===== src/rtl/bpu_pht_ctrl.sv =====
// PHT RAM controller: clear sweeps after reset/flush, in-order update queue,
// and single-port arbitration between fetch lookups and queued updates.
module bpu_pht_ctrl #(
    parameter int unsigned INDEX_W   = 8,
    parameter int unsigned ENTRY_NUM = 256,
    parameter int unsigned DATA_W    = 56,
    parameter int unsigned QDEPTH    = 4,
    parameter logic [DATA_W-1:0] CLEAR_VALUE = {2'b11, {(DATA_W-2){1'b0}}}
) (
    input  logic               clk,
    input  logic               reset,
    input  logic               flush_req,
    input  logic               rd_req,
    input  logic [INDEX_W-1:0] rd_index,
    output logic               rd_grant,
    output logic               rd_data_valid,
    input  logic               upd_valid,
    input  logic [INDEX_W-1:0] upd_index,
    input  logic [DATA_W-1:0]  upd_data,
    output logic               upd_ready,
    output logic               ram_en,
    output logic               ram_we,
    output logic [INDEX_W-1:0] ram_addr,
    output logic [DATA_W-1:0]  ram_wdata,
    output logic               busy_init
);

    localparam int unsigned PTR_W = $clog2(QDEPTH);
    localparam int unsigned CNT_W = $clog2(QDEPTH + 1);

    localparam logic [1:0] ST_INIT  = 2'd0;
    localparam logic [1:0] ST_RUN   = 2'd1;
    localparam logic [1:0] ST_FLUSH = 2'd2;

    logic [1:0]         state_q, state_d;
    logic [INDEX_W:0]   sweep_q, sweep_d;
    logic [PTR_W-1:0]   rptr_q, rptr_d, wptr_q, wptr_d;
    logic [CNT_W-1:0]   count_q, count_d;
    logic               rdv_q, rdv_d;
    logic [INDEX_W-1:0] qidx_q  [QDEPTH];
    logic [DATA_W-1:0]  qdata_q [QDEPTH];

    logic run, sweeping, q_full, q_empty, wr_grant, push, pop, sweep_last;

    // Arbitration: a full queue, or a pending update with no lookup, owns the port
    always_comb begin
        run        = (state_q == ST_RUN);
        sweeping   = !run;
        q_full     = (count_q == CNT_W'(QDEPTH));
        q_empty    = (count_q == '0);
        sweep_last = (sweep_q == (INDEX_W+1)'(ENTRY_NUM - 1));
        wr_grant   = !reset && run && (q_full || (!q_empty && !rd_req));
        rd_grant   = !reset && run && rd_req && !wr_grant;
        upd_ready  = !reset && run && !q_full;
        push       = upd_valid && upd_ready;
        pop        = wr_grant;
        busy_init  = sweeping;
    end

    // RAM port drive: sweep write, queued write, lookup, or idle; all zero in reset
    always_comb begin
        ram_en    = 1'b0;
        ram_we    = 1'b0;
        ram_addr  = '0;
        ram_wdata = '0;
        if (!reset) begin
            if (sweeping) begin
                ram_en    = 1'b1;
                ram_we    = 1'b1;
                ram_addr  = sweep_q[INDEX_W-1:0];
                ram_wdata = CLEAR_VALUE;
            end else if (wr_grant) begin
                ram_en    = 1'b1;
                ram_we    = 1'b1;
                ram_addr  = qidx_q[rptr_q];
                ram_wdata = qdata_q[rptr_q];
            end else if (rd_grant) begin
                ram_en    = 1'b1;
                ram_addr  = rd_index;
            end
        end
    end

    // Next-state: sweep progress, queue pointers/count, flush restart
    always_comb begin
        state_d = state_q;
        sweep_d = sweep_q;
        rptr_d  = rptr_q;
        wptr_d  = wptr_q;
        count_d = count_q;
        // Read-valid never crosses into a sweep, even for a lookup granted in the flush cycle
        rdv_d   = rd_grant && !flush_req;
        if (run) begin
            if (push) wptr_d = wptr_q + PTR_W'(1);
            if (pop)  rptr_d = rptr_q + PTR_W'(1);
            count_d = count_q + CNT_W'(push) - CNT_W'(pop);
        end else begin
            sweep_d = sweep_q + (INDEX_W+1)'(1);
            if (sweep_last) state_d = ST_RUN;
        end
        if (flush_req) begin
            state_d = ST_FLUSH;
            sweep_d = '0;
            rptr_d  = '0;
            wptr_d  = '0;
            count_d = '0;
        end
    end

    // Control registers with synchronous active-high reset
    always_ff @(posedge clk) begin
        if (reset) begin
            state_q <= ST_INIT;
            sweep_q <= '0;
            rptr_q  <= '0;
            wptr_q  <= '0;
            count_q <= '0;
            rdv_q   <= 1'b0;
        end else begin
            state_q <= state_d;
            sweep_q <= sweep_d;
            rptr_q  <= rptr_d;
            wptr_q  <= wptr_d;
            count_q <= count_d;
            rdv_q   <= rdv_d;
        end
    end

    // Queue storage; contents are only meaningful between the pointers
    always_ff @(posedge clk) begin
        if (push) begin
            qidx_q[wptr_q]  <= upd_index;
            qdata_q[wptr_q] <= upd_data;
        end
    end

    assign rd_data_valid = rdv_q;

endmodule


===== config.mk =====
export PLATFORM = sky130hd
export DESIGN_NAME = bpu_pht_ctrl
export DESIGN_NICKNAME = d
export VERILOG_FILES = /design/src/rtl/bpu_pht_ctrl.sv
export SDC_FILE = /design/constraint.sdc
export NUM_CORES = 1
export LEC_CHECK = 0
export ABC_AREA = 0
export CAP_MARGIN = 5
export CORE_MARGIN = 10
export CORE_UTILIZATION = 35
export CTS_CLUSTER_DIAMETER = 60
export DETAILED_ROUTE_END_ITERATION = 7
export DONT_BUFFER_PORTS = 1
export PLACE_DENSITY = 0.54
export SLEW_MARGIN = 20
export SYNTH_ARGS = -nofsm -noshare
export SYNTH_HDL_FRONTEND = slang
export SYNTH_SLANG_ARGS = --single-unit

===== constraint.sdc =====
create_clock -name clk -period 8.2 [get_ports clk]
set_input_delay 0.82 -clock clk [delete_from_list [all_inputs] [get_ports clk]]
set_output_delay 0.82 -clock clk [all_outputs]
set_load 0.01 [all_outputs]

==> results.toml, run 1 <==
[synth]
avgSynthCellArea_um2 = 19.25
yosysTopAreaCellShare_pct = 70.07
synth_area_mm2 = 0.01097
ys_warn_count = 0
synth_fp_nets = 656
async_flop_share_pct = 0
synth_top_area_cell = "edfxtp_1"
netlist_instances = 570
ys_seq_area_share_pct = 73.90
ys_ff_latch = 277
synth_common_cells = "edfxtp_1 (256), mux4_2 (64), nor2b_1 (43)"
ys.flop_type = "edfxtp_1"
synthTopCellsByArea = "edfxtp_1 (70%), mux4_2 (13%), dfxtp_1 (3.8%)"
synth_most_common_cell = "edfxtp_1"
synth_enable_flop_cells = 256
ys_types = 40

[power]
power_density_mw_per_mm2 = 228.8
leakage_nw = 3.695
irDropWorstVdd_mv = 0.1900

[critical_path]
r2r_setup_slack_ns = 4.69
cp.arrival_ns = 3.16
crit_path_end_kind = "output port"
worstRegToRegCells = 10
r2r-end = "count_q[2]"
cp.required_ns = 7.38
worstSetupPathType = "register to output port"
worst_setup_path_start_kind = "register"
endpoint = "ram_addr[7]"
cp_max_fo = 37
r2r-start = "state_q[0]"

[cts]
cts_tree = "built"
cts_hold_buffers = 0
cts-root-buf = "clkbuf_16"
cts_resized = 0
clkTransAtPathRegs_ns = 0.06
cts_sinks = 277
cts_buffers = 31
htreeDepth = 1
clock_latency_ns = 0.56
cts_setup_buffers = 0
clockBufferDepth = 3

[detailed_routing]
finalWirelength_um = 23000
drt-initial-drc-count = 273
drt-pass1-iter-count = 5
vias = 5241
via_per_inst = 5.267
drc = 0
ant_nets = 0
wl_per_cell_um = 23.12

[cells_and_area]
finalNonFillerCells = 995
area_delta_synth_final_pct = 13.07
multi_input_area_mm2 = 0.002650
diodes = 0
regArea_mm2 = 0.008115
drive_gt1_share_pct = 21.20
fillers = 2754
final_net_count = 661

[sta]
worst_slack_ns = 4.218
post-route-period-util_pct = 48.57
setup_viol = 0
finalSetupTns_ns = 0
max_freq_ghz = 0.2511
fin_crit_ns = 3.982
clock-skew-final_ns = 0.01417
rsz0062_at_grt = "false"
worst_slew_pin_slew_ns = 0.9101
finalMaxSlewViolations = 0
slew_headroom_pct = 39.26
hold_viol = 0

[global_routing]
grt_overflow_total = 0
grt_max_degree = 65
grt_pass1_wl_um = 34750
grt_usage_pct = 11.67
antenna_found_initial = 1
grt_pass1_vias = 5542

[place]
place_congestion = 0.8195
io_buffers = 0
place_inst = 933
dp_slack_ns = 4.241
dp_hpwl_um = 13190

[floorplanning]
initial_core_util_pct = 35.68
num_rows = 64
io-pin-count = 147
core_area_mm2 = 0.03075
die_h_um = 197.1
die_area_mm2 = 0.03883
die_w_um = 197.1

[flow_run]
max_cap_violations = 0

[outcome]
status = "complete, no violations"

[min_path]
hold_path_class = "primary input to register"
## cell families after synthesis
kind of cell | Yosys count | share of synthesized area (%)
xor gates and xnor gates | 2 | 0.1597
buffers and inverters | 47 | 2.041
muxes | 65 | 13.24
DFF | 277 | 73.90
and+or+nand+nor | 132 | 7.333
adders and majority gates | 9 | 1.095
AOI/OAI and AO/OA | 38 | 2.235
## cell usage in the layout, fill, tap and decap left out, types with 2 or more instances in the layout
master      Yosys  layout
bufinv_16       0       2
nor3_1          4       4
buf_16          0       3
and2b_1        12      12
buf_12          0       2
a21oi_1        17      17
dfxtp_1        21      19
or3b_1          2       2
clkinv_2        0       5
inv_6           0       2
ha_1            8       8
a311oi_1        8       8
inv_1          12      12
clkbuf_16       0      31
nor2b_1        43      43
and3_1          2       2
nand2_1        10      10
or4_1           5       5
nand3_1         2       2
a31o_2          2       2
dfxtp_4         0       2
edfxtp_1      256     256
o21ai_0         3       3
o31ai_1         5       5
and2_4          0       4
nand4_1        20      20
buf_4           2       2
mux4_2         64      64
clkinv_1        0       8
or3_1           3       3
clkbuf_1       12       6
clkinvlp_4      0       2
nor2_1         18      18
## flip-flops by register name, indices dropped and copies added (netlist names), named ones only
| register | cells |
|---|---|
| qdata_q | 224 |
| qidx_q | 32 |
| sweep_q | 9 |
| count_q | 3 |
| rptr_q | 2 |
| state_q | 2 |
| wptr_q | 2 |
| rd_data_valid | 1 |
## final cells by class
type	instances	area share [%]
Tap cell	396	3.994
Timing Repair Buffer	7	1.109
Sequential cell	277	65.42
Multi-Input combinational cell	246	21.36
Clock buffer	37	6.435
Clock inverter	20	1.321
Inverter	12	0.3631
## critical path: stages (launching register included)
cell	delay [ns]
dfxtp_4	0.74
buf_4	0.76
mux4_2	0.42
nand4_1	0.11
a311oi_1	0.55
## per-layer routing
| layer | global-route usage [%] | share of wire (%) | up-vias |
|---|---|---|---|
| li1 | - | - | 2307 |
| met1 | 13.94 | 40 | 2718 |
| met2 | 19.13 | 49 | 175 |
| met3 | 4.634 | 9.5 | 41 |
| met4 | 3.446 | 2.3 | 0 |
| met5 | 0 | 0 | - |
## power by group
group	switching (W)	total [W]	leakage, nW	internal (W)
clock network	0.000534	0.00129	0.466	0.000755
logic	0.00000367	0.00000547	0.759	0.00000180
registers	0.00000121	0.00154	2.47	0.00154
total	0.000539	0.00284	3.70	0.00230
## stage by stage
stage | hold WS (ns) | instance area [um2] | power, W | util, %
5_1_grt | 0.3203 | 12410 | 0.002944 | 40.34
2_1_floorplan | 0.4622 | 10970 | 0.001580 | -
3_5_place_dp | 0.4970 | 11320 | 0.001578 | 36.82
4_1_cts | 0.3156 | 12280 | 0.002881 | 39.95
6_report | 0.3420 | 12410 | 0.002839 | 40.34
3_3_place_gp | 0.4780 | 11320 | 0.001578 | 36.82
## worst min-delay path by stage
| stage | from | endpoint | slack [ns] | cells after the start |
|---|---|---|---|---|
| floorplan | sweep_q[1] | sweep_q[1] | 0.46 | 2 |
| global placement | sweep_q[8] | sweep_q[8] | 0.48 | 2 |
| detailed placement | sweep_q[8] | sweep_q[8] | 0.50 | 2 |
| CTS | reset | state_q[1] | 0.32 | 1 |
| global route | upd_data[37] | qdata_q[3][37] | 0.32 | 0 |
| finish | reset | state_q[1] | 0.34 | 1 |
Note: power is estimated with default switching activity, not from simulation.
==> run 2: changes to the inputs <==
==> constraint.sdc (replaced) <==
create_clock -name clk -period 4.1 [get_ports clk]
set_input_delay 0.41 -clock clk [delete_from_list [all_inputs] [get_ports clk]]
set_output_delay 0.41 -clock clk [all_outputs]
set_load 0.01 [all_outputs]
==> results.toml, run 2 (synthesized netlist as in run 1, its figures left out) <==
[sta]
setup_viol = 0
finalMaxSlewViolations = 0
worst_slew_pin_slew_ns = 0.7996
slew_headroom_pct = 46.69
post-route-period-util_pct = 80.24
worst_slack_ns = 0.8102
rsz0062_at_grt = "false"
max_freq_ghz = 0.3040
finalSetupTns_ns = 0
hold_viol = 0
holdWs_ns = 0.04490
fin_crit_ns = 3.290
clock-skew-final_ns = 0.02082

[floorplanning]
io-pin-count = 147
num_rows = 64
core_area_mm2 = 0.03075
die_h_um = 197.1
die_w_um = 197.1
die_area_mm2 = 0.03883
initial_core_util_pct = 35.68

[cells_and_area]
drive_gt1_share_pct = 19.13
fillers = 2748
final_net_count = 731
final_common_cell = "edfxtp_1"
final_cell_mix = "edfxtp_1 (256), dlygate4sd3_1 (67), mux4_2 (64), nor2b_1 (43), clkbuf_16 (31)"
top_register = "qdata_q"
largest_reg_flops = 224
area_delta_synth_final_pct = 18.98
reg_top3 = "qdata_q (224), qidx_q (32), sweep_q (9)"

[global_routing]
grt_max_degree = 65
grt_overflow_total = 0
grt_pass1_wl_um = 36280
antenna_found_initial = 2
grt_pass1_vias = 5965
grt_usage_pct = 12.07

[min_path]
hold_path_class = "primary input to register"

[flow_run]
max_cap_violations = 0

[critical_path]
cp_max_fo = 55
cp.required_ns = 4.58
crit_path_end_kind = "register"
cp_num_buf_inv = 3
worst_setup_path_start_kind = "register"
critical_path.cell_chain = "o21ai_1 -> nand3_4 -> buf_4 -> inv_1 -> ha_1 -> inv_1 -> ha_1 -> fa_1 -> xor2_1 -> or3_1 -> a21oi_1"
critPathTopFamily = "adder cells"
worstSetupPathType = "register to register"
critPathSlowestCell = "buf_4"
cp.arrival_ns = 3.77
slowest_delay_ns = 0.59

[power]
pwr-share-comb_pct = 1.5
power_density_mw_per_mm2 = 437.1
clkPwrFrac_pct = 44.4
p_sw_w = 0.001120
p_seq_share_pct = 54.1
irDropWorstVdd_mv = 0.3484
p_int_w = 0.004586
leakage_nw = 3.975
total_power_w = 0.005706
netSwitchingFraction_pct = 19.62

[cts]
clkTransAtPathRegs_ns = 0.06
clock_latency_ns = 0.56
cts-root-buf = "clkbuf_16"
cts_tree = "built"
cts_buffers = 31
cts_sinks = 277
htreeDepth = 1
clockBufferDepth = 3

[detailed_routing]
drt-pass1-iter-count = 5
vias = 5464
via_per_inst = 5.126
wl_per_cell_um = 22.29
finalWirelength_um = 23770
ant_nets = 0
drc = 0
drt-initial-drc-count = 347

[place]
place_congestion = 0.8613
io_buffers = 0
dp_slack_ns = 0.8120
dp_hpwl_um = 13690

[outcome]
status = "complete, no violations"
-- run 2: timing repair --
| action | in CTS | in global routing |
|---|---|---|
| gates resized for setup | 0 | 0 |
| hold endpoints to repair | 258 | 0 |
| setup buffers | 0 | 0 |
| setup endpoints to repair | 0 | 0 |
| hold buffers | 67 | 0 |
-- run 2: final cells by class --
cell class	instances	area [um2]	share of cell area (%)
flip-flops and latches	277	8115	62.17
multi-input cells	246	2650	20.30
clock buffers	40	809.5	6.201
clock inverters	17	125.1	0.9585
inverters	12	45.04	0.3451
repair buffers	77	810.8	6.211
well taps	396	495.5	3.796
diodes	1	2.502	0.01917
-- run 2: stage by stage --
step           util (%)  cells  area (um2)
5_1_grt           42.45   1066       13050
3_5_place_dp      36.91    937       11350
4_1_cts           42.13   1061       12960
6_report          42.45   1066       13050
2_1_floorplan         -    570       10970
3_3_place_gp      36.91    937       11350
-- run 2: final timing paths --
kind,to,startpoint,cells after the start,slack [ns]
worst min-delay path,wptr_q[1],upd_valid,2,0.04
worst max register to register,count_q[2],count_q[1],11,0.81
worst min register to register,sweep_q[8],sweep_q[8],2,0.49
worst max-delay path,count_q[2],count_q[1],11,0.81
-- run 2: power by group through the flow --
stage / Clock (W) / Combinational [W] / Sequential (W)
CTS: 0.00261 / 0.0000894 / 0.00308
floorplan: 0 / 0.0000134 / 0.00315
detailed placement: 0 / 0.0000113 / 0.00315
global route: 0.00272 / 0.0000983 / 0.00308
global placement: 0 / 0.0000112 / 0.00315
finish: 0.00253 / 0.0000883 / 0.00309
-- run 2: worst reg2reg max path, cell delays in order, from the launching register on --
cell	delay, ns
dfxtp_1	0.50
o21ai_1	0.32
nand3_4	0.16
buf_4	0.59
inv_1	0.12
ha_1	0.30
inv_1	0.04
ha_1	0.20
fa_1	0.38
xor2_1	0.16
or3_1	0.32
a21oi_1	0.14
-- run 2: routing by layer --
| metal | up-vias | part of all wire (%) | track usage, % |
|---|---|---|---|
| li1 | 2446 | - | - |
| met1 | 2799 | 40 | 14.43 |
| met2 | 167 | 49 | 19.88 |
| met3 | 50 | 8.3 | 4.549 |
| met4 | 2 | 2.8 | 3.760 |
| met5 | - | 0.055 | 0 |
